[src/rtl/flipflop_i_latch.sv]
// flipflop_i_latch
// Holds the "I" micro-state register fed by the FLIPFLOP_I encoder stage.
// A two-state P1/P2 phase sequencer gates when a new code may be captured:
// captures happen only on an edge taken from P2, only when a P2_Set_* request
// is present, and never while stalled. A sticky error flag reports encoder
// output that is inconsistent with the set request.
// Optional feature: define FLIPFLOP_I_HISTORY_EN to keep a circular history of
// the codes that captures have replaced. i_prev then exposes the most recently
// replaced code. Without the macro, i_prev is tied to zero.

module flipflop_i_latch #(
    parameter int W = 8,
    parameter logic [W-1:0] IDLE_CODE = '0
`ifdef FLIPFLOP_I_HISTORY_EN
    ,
    parameter int HIST_DEPTH = 4
`endif
) (
    input  logic         clk,
    input  logic         rst,
    input  logic         stall,
    input  logic         flush,
    input  logic         set_any,
    input  logic [W-1:0] encoded,
    input  logic         err_clr,
    output logic         phase_p1,
    output logic         phase_p2,
    output logic [W-1:0] i_q,
    output logic         i_valid,
    output logic         i_load,
    output logic         err,
    output logic [W-1:0] i_prev
);

    typedef enum logic {
        PH_P1 = 1'b0,
        PH_P2 = 1'b1
    } phase_t;

    phase_t       phase_q;
    phase_t       phase_d;
    logic [W-1:0] i_d;
    logic         i_load_q;
    logic         i_load_d;
    logic         err_q;
    logic         err_d;

    logic         capture_window;
    logic         do_capture;
    logic         fault;

    // The capture window is an unstalled, unflushed edge taken from P2; the
    // consistency check only looks at the encoder during that window.
    always_comb begin
        capture_window = 1'b0;
        do_capture     = 1'b0;
        fault          = 1'b0;
        capture_window = (phase_q == PH_P2) && !stall && !flush;
        do_capture     = capture_window && set_any;
        fault          = capture_window &&
                         ((!set_any && (encoded != '0)) ||
                          ( set_any && (encoded == IDLE_CODE)));
    end

    // Phase sequencer next state: alternate each edge, freeze while stalled.
    always_comb begin
        phase_d = phase_q;
        if (!stall) begin
            case (phase_q)
                PH_P1:   phase_d = PH_P2;
                PH_P2:   phase_d = PH_P1;
                default: phase_d = PH_P1;
            endcase
        end
    end

    // I register next value: flush wins at any edge, otherwise capture the
    // encoder output; a faulty capture still loads whatever was presented.
    always_comb begin
        i_d = i_q;
        if (flush) begin
            i_d = IDLE_CODE;
        end else if (do_capture) begin
            i_d = encoded;
        end
    end

    // Load pulse marks the cycle following any capture, including rewrites
    // of an identical code.
    always_comb begin
        i_load_d = 1'b0;
        i_load_d = do_capture;
    end

    // Sticky error: a new fault beats a simultaneous clear request.
    always_comb begin
        err_d = err_q;
        if (fault) begin
            err_d = 1'b1;
        end else if (err_clr) begin
            err_d = 1'b0;
        end
    end

    // State registers for the sequencer, the I code, the load pulse and err.
    always_ff @(posedge clk or posedge rst) begin
        if (rst) begin
            phase_q  <= PH_P1;
            i_q      <= IDLE_CODE;
            i_load_q <= 1'b0;
            err_q    <= 1'b0;
        end else begin
            phase_q  <= phase_d;
            i_q      <= i_d;
            i_load_q <= i_load_d;
            err_q    <= err_d;
        end
    end

    // Outputs are taken straight from the flops so they are glitch-free and
    // follow reset immediately.
    always_comb begin
        phase_p1 = (phase_q == PH_P1);
        phase_p2 = (phase_q == PH_P2);
        i_valid  = (i_q != IDLE_CODE);
        i_load   = i_load_q;
        err      = err_q;
    end

`ifdef FLIPFLOP_I_HISTORY_EN
    localparam int PTR_W = (HIST_DEPTH > 1) ? $clog2(HIST_DEPTH) : 1;
    localparam logic [PTR_W-1:0] LAST_SLOT = PTR_W'(HIST_DEPTH - 1);

    logic [W-1:0]     hist_q [HIST_DEPTH];
    logic [W-1:0]     hist_d [HIST_DEPTH];
    logic [PTR_W-1:0] wr_ptr_q;
    logic [PTR_W-1:0] wr_ptr_d;
    logic [PTR_W-1:0] last_ptr;

    // On each capture, push the code being replaced and advance the pointer,
    // wrapping so the oldest entry is overwritten. Flush never pushes.
    always_comb begin
        hist_d   = hist_q;
        wr_ptr_d = wr_ptr_q;
        if (do_capture) begin
            hist_d[wr_ptr_q] = i_q;
            wr_ptr_d         = (wr_ptr_q == LAST_SLOT) ? '0 : wr_ptr_q + PTR_W'(1);
        end
    end

    // History buffer and write pointer storage, cleared by reset.
    always_ff @(posedge clk or posedge rst) begin
        if (rst) begin
            for (int k = 0; k < HIST_DEPTH; k++) begin
                hist_q[k] <= '0;
            end
            wr_ptr_q <= '0;
        end else begin
            hist_q   <= hist_d;
            wr_ptr_q <= wr_ptr_d;
        end
    end

    // The newest entry sits one slot behind the write pointer; after reset
    // that slot is cleared, so i_prev reads zero until the first push.
    always_comb begin
        last_ptr = (wr_ptr_q == '0) ? LAST_SLOT : wr_ptr_q - PTR_W'(1);
        i_prev   = hist_q[last_ptr];
    end
`else
    // History disabled: nothing to report.
    always_comb begin
        i_prev = '0;
    end
`endif

endmodule

[config.mk]
export PLATFORM = sky130hd
export DESIGN_NAME = flipflop_i_latch
export DESIGN_NICKNAME = d
export VERILOG_FILES = /design/src/rtl/flipflop_i_latch.sv
export SDC_FILE = /design/constraint.sdc
export NUM_CORES = 1
export LEC_CHECK = 0
export CORE_MARGIN = 2
export CORE_UTILIZATION = 35
export DETAILED_ROUTE_END_ITERATION = 10
export GPL_TIMING_DRIVEN = 0
export PLACE_DENSITY = 0.75
export SYNTH_ARGS = -nofsm -noshare
export SYNTH_HDL_FRONTEND = slang
export SYNTH_SLANG_ARGS = --single-unit
[constraint.sdc]
create_clock -name clk -period 1.5 [get_ports clk]
set_input_delay 0.3 -clock clk [delete_from_list [all_inputs] [get_ports clk]]
set_output_delay 0.3 -clock clk [all_outputs]
set_load 0.02 [all_outputs]
==> impl_results.md <==
- Status: finished, violations left
- Area taken by flip-flops and latches: 275 um^2
- Clock edge transition at the registers on the reported setup and hold paths: 0.07 ns
- Avg Vias per Cell: 4.75
- Switching part of the total power: 35.1%
- Simple-Gate Fraction of Synth Area: 23.9%
- GR Util met1: 17.6%
- Post-route fraction of the period consumed by the critical path: 103%
- Vertical extent of the die: 44.2 um
- Signed area change from the synthesized netlist to the final layout: 60.1%
- Fraction of the mapped netlist area in compound gates: 9.53%
- Post-route minimum period: 1.55 ns
- Final hold violation count: 0
- Synth top area cells: sky130_fd_sc_hd__dfrtp_1, sky130_fd_sc_hd__buf_4, sky130_fd_sc_hd__nand2b_1, sky130_fd_sc_hd__o21ai_0, sky130_fd_sc_hd__nand2_1
- Number of instances in the synthesized netlist: 60
- Wirelength, routed: 1350 um
- IO Port Bufs: 26
- 1st-pass router iterations: 4
- Global-route usage over all layers: 16.3%
- Row cnt: 14
- Peak clock frequency supported by timing: 0.645 GHz
- Total I/O pin count: 35
- Violated checks: negative setup slack
- Average wire per standard cell: ~12 um
- Main combinational cell family by area after synthesis: simple AND/OR/NAND/NOR gates
- Worst path cell trace: nor4_2 -> nand2_1 -> buf_2
- Class of the tightest hold or removal check: input pin to asynchronous set/reset pin
- Net switching power figure: 0.322 mW
- Adder-cell share of the synthesized area: 0%
- Number of antenna diodes: 0
- Relative contribution of sequential cells to total power: 40.4%
- Total clock buffers created by CTS: 3
- Post-synth top area share: roughly 49%
- Residual DRC count: 0
- Synthesized area per cell: 9.40 um^2
- Maximum number of pins on one net before global-route repair: 12
- Top fanout value on the critical path: 3
- Layout cell share with drive strength beyond 1: ~17%
- Leakage power total: 0.498 nW
- Relative contribution of the clock network to total power: 22.2%
- Number of filler instances in the final layout: 137
- Setup repair after global routing missed its margin: true
- Number of H-tree levels: 1
- Top_reg_cell synth: sky130_fd_sc_hd__dfrtp_1
- Total congestion overflow: 0
- Clock net sink count: 11
- GP Congestion: about 0.75
- Clock tree root driver cell: sky130_fd_sc_hd__clkbuf_4
- Slew Limit Fails: 0
- Internal power: 0.595 mW
- Post-synth ARST share: 100%
- Combinational fraction of design power: a little under two fifths
- Power density normalized to cell area: 1020 nW/um^2
- Number of DRC markers after the initial detailed-route iteration: 6
- Library cells used by synthesis: 16
- # nets final: 113
- Buffer levels on the longest clock path: 2
- ANT nets after route: 0
- Via count of the first global-routing pass: about 520
- Required time at the worst-slack endpoint: about 1.2 ns
- Xor and xnor fraction of the mapped netlist area: 1.55%
- Kind of start point of the critical path: flop
- Biggest cell delay along the critical path: 0.40 ns
- Clock latency on the worst-skew pair: 0.27 ns
- Number of violations of the max-capacitance limit: 0
- Sequential area share after synthesis: 48.8%
- Worst endpoint data arrival time: 1.25 ns
- First-pass GRT wire length: approximately 2200 um
- Mux contribution to synthesized area: 0%
- DPL Wire Length: between 1000 and 1500 um
- Overall via count from detail_route: approximately 540
- Die outline width: approximately 44 um
- GR Layer Usage met3: ~5.7%
- Most numerous cell types in the synthesized netlist: sky130_fd_sc_hd__dfrtp_1, sky130_fd_sc_hd__nand2_1, sky130_fd_sc_hd__buf_4, sky130_fd_sc_hd__nand2b_1, sky130_fd_sc_hd__o21ai_0
- TritonCTS clock tree: yes
- Class of the most critical setup path: flop to output port
- Post-synth EDFFs: 0
- Library cell occupying the most area in the post-synthesis netlist: sky130_fd_sc_hd__dfrtp_1
- Total power: roughly 0.92 mW
- Global Route met2 Usage: between 20 and 30%
- Synthesized area: 564 um^2
- Area used by multi-input combinational logic: between 200 and 250 um^2
- Initial antenna violation count: 0
- Slowest stage cell, crit path: sky130_fd_sc_hd__dfrtp_1
- Final WS setup: -0.0495 ns
- Worst-case clock skew: 0.00278 ns
- Yosys warnings: 0
- Total core area: 1510 um^2
- Routing layer with the top usage in global route: met2
- Initial Utilization: 37.5%
- Most repeated cell in the gate-level netlist after synthesis: sky130_fd_sc_hd__dfrtp_1
- Die Outline Area: 1950 um^2
- Nature of the critical path endpoint: output port
- Number of failing setup endpoints in the final timing report: 1
- Final standard cell utilization of the core: 60.0%
- Peak supply drop: 750 uV
- Number of synthesized register bits: 11
[worst max-delay path: cells and delay by family (launching register included)]
family | cells | cell delay, ns
AND/OR/NAND/NOR | 2 | 0.41
buffers and inverters | 1 | 0.17
flip-flops | 1 | 0.40
[kinds of logic after synthesis]
logic type / count (synthesis)
other cells: 1
simple gates: 24
buf+inv: 13
xor+xnor: 1
compound gates: 10
flops: 11
[per-layer routing]
| layer | vias up | share of wire (%) |
|---|---|---|
| met5 | - | 0 |
| li1 | 261 | - |
| met2 | 30 | 46 |
| met4 | 0 | 2.4 |
| met3 | 4 | 11 |
| met1 | 246 | 41 |
[sequential cells by signal, summed over array words and instances, names as in the netlist]
| name | flops |
|---|---|
| i_load | 1 |
| err | 1 |
| phase_p2 | 1 |
| i_q | 8 |
[area by class of cell]
| cell class | instances | share of cell area [%] |
|---|---|---|
| clock buffers | 4 | 2.91 |
| inverters | 3 | 1.25 |
| flip-flops and latches | 11 | 30.5 |
| multi-input cells | 43 | 26.6 |
| well taps | 16 | 2.22 |
| plain buffers | 10 | 8.45 |
| repair buffers | 27 | 28.1 |
[power by group through the flow]
stage / registers (mW) / clock network (mW) / logic (mW)
after floorplan: 0.422 / 0 / 0.149
after global placement: 0.374 / 0 / 0.381
after detailed placement: 0.377 / 0 / 0.387
after CTS: 0.372 / 0.214 / 0.342
after global routing: 0.379 / 0.223 / 0.370
final: 0.370 / 0.203 / 0.344
[stage by stage]
stage                     setup TNS, ns  instance area (um^2)  hold WS (ns)  worst slack (ns)  instances
after floorplan                       0                   591         0.152             0.263         67
after global placement            -2.39                   871         0.482            -0.251        109
after detailed placement          -2.51                   871         0.504            -0.278        109
after CTS                       -0.0653                   885         0.330           -0.0653        113
after global routing             -0.129                   903         0.372            -0.129        114
final                           -0.0495                   903         0.325           -0.0495        114
[timing repair]
item / CTS / global route
pin swaps: 1 / 1
resized for setup: 16 / 4
hold buffers: 0 / 0
setup buffers: 0 / 1
endpoints found under the setup margin: 12 / 11
[placed cells by master (no fill, tap or decap), drive strengths merged]
| cell | count |
|---|---|
| dfrtp | 11 |
| dlygate4sd2 | 11 |
| nand2 | 9 |
| xnor2 | 1 |
| conb | 8 |
| inv | 3 |
| nor4 | 4 |
| nor4bb | 1 |
| o21ai | 8 |
| and3 | 1 |
| dlymetal6s2s | 2 |
| or4b | 1 |
| buf | 12 |
| a21oi | 1 |
| clkbuf | 4 |
| clkdlybuf4s50 | 12 |
| nand2b | 8 |
| a211o | 1 |
[worst paths after layout]
kind,from,endpoint,slack (ns),cells past startpoint
max,i_q[2],i_valid,-0.05,3
min,rst,i_load,0.33,2
max reg2reg,phase_p2,err,0.28,4
min reg2reg,err,err,0.51,1
max in group asynchronous,rst,err,0.88,2
min in group clk,err,err,0.51,1
No activity file was read; power rests on OpenSTA's default activity.
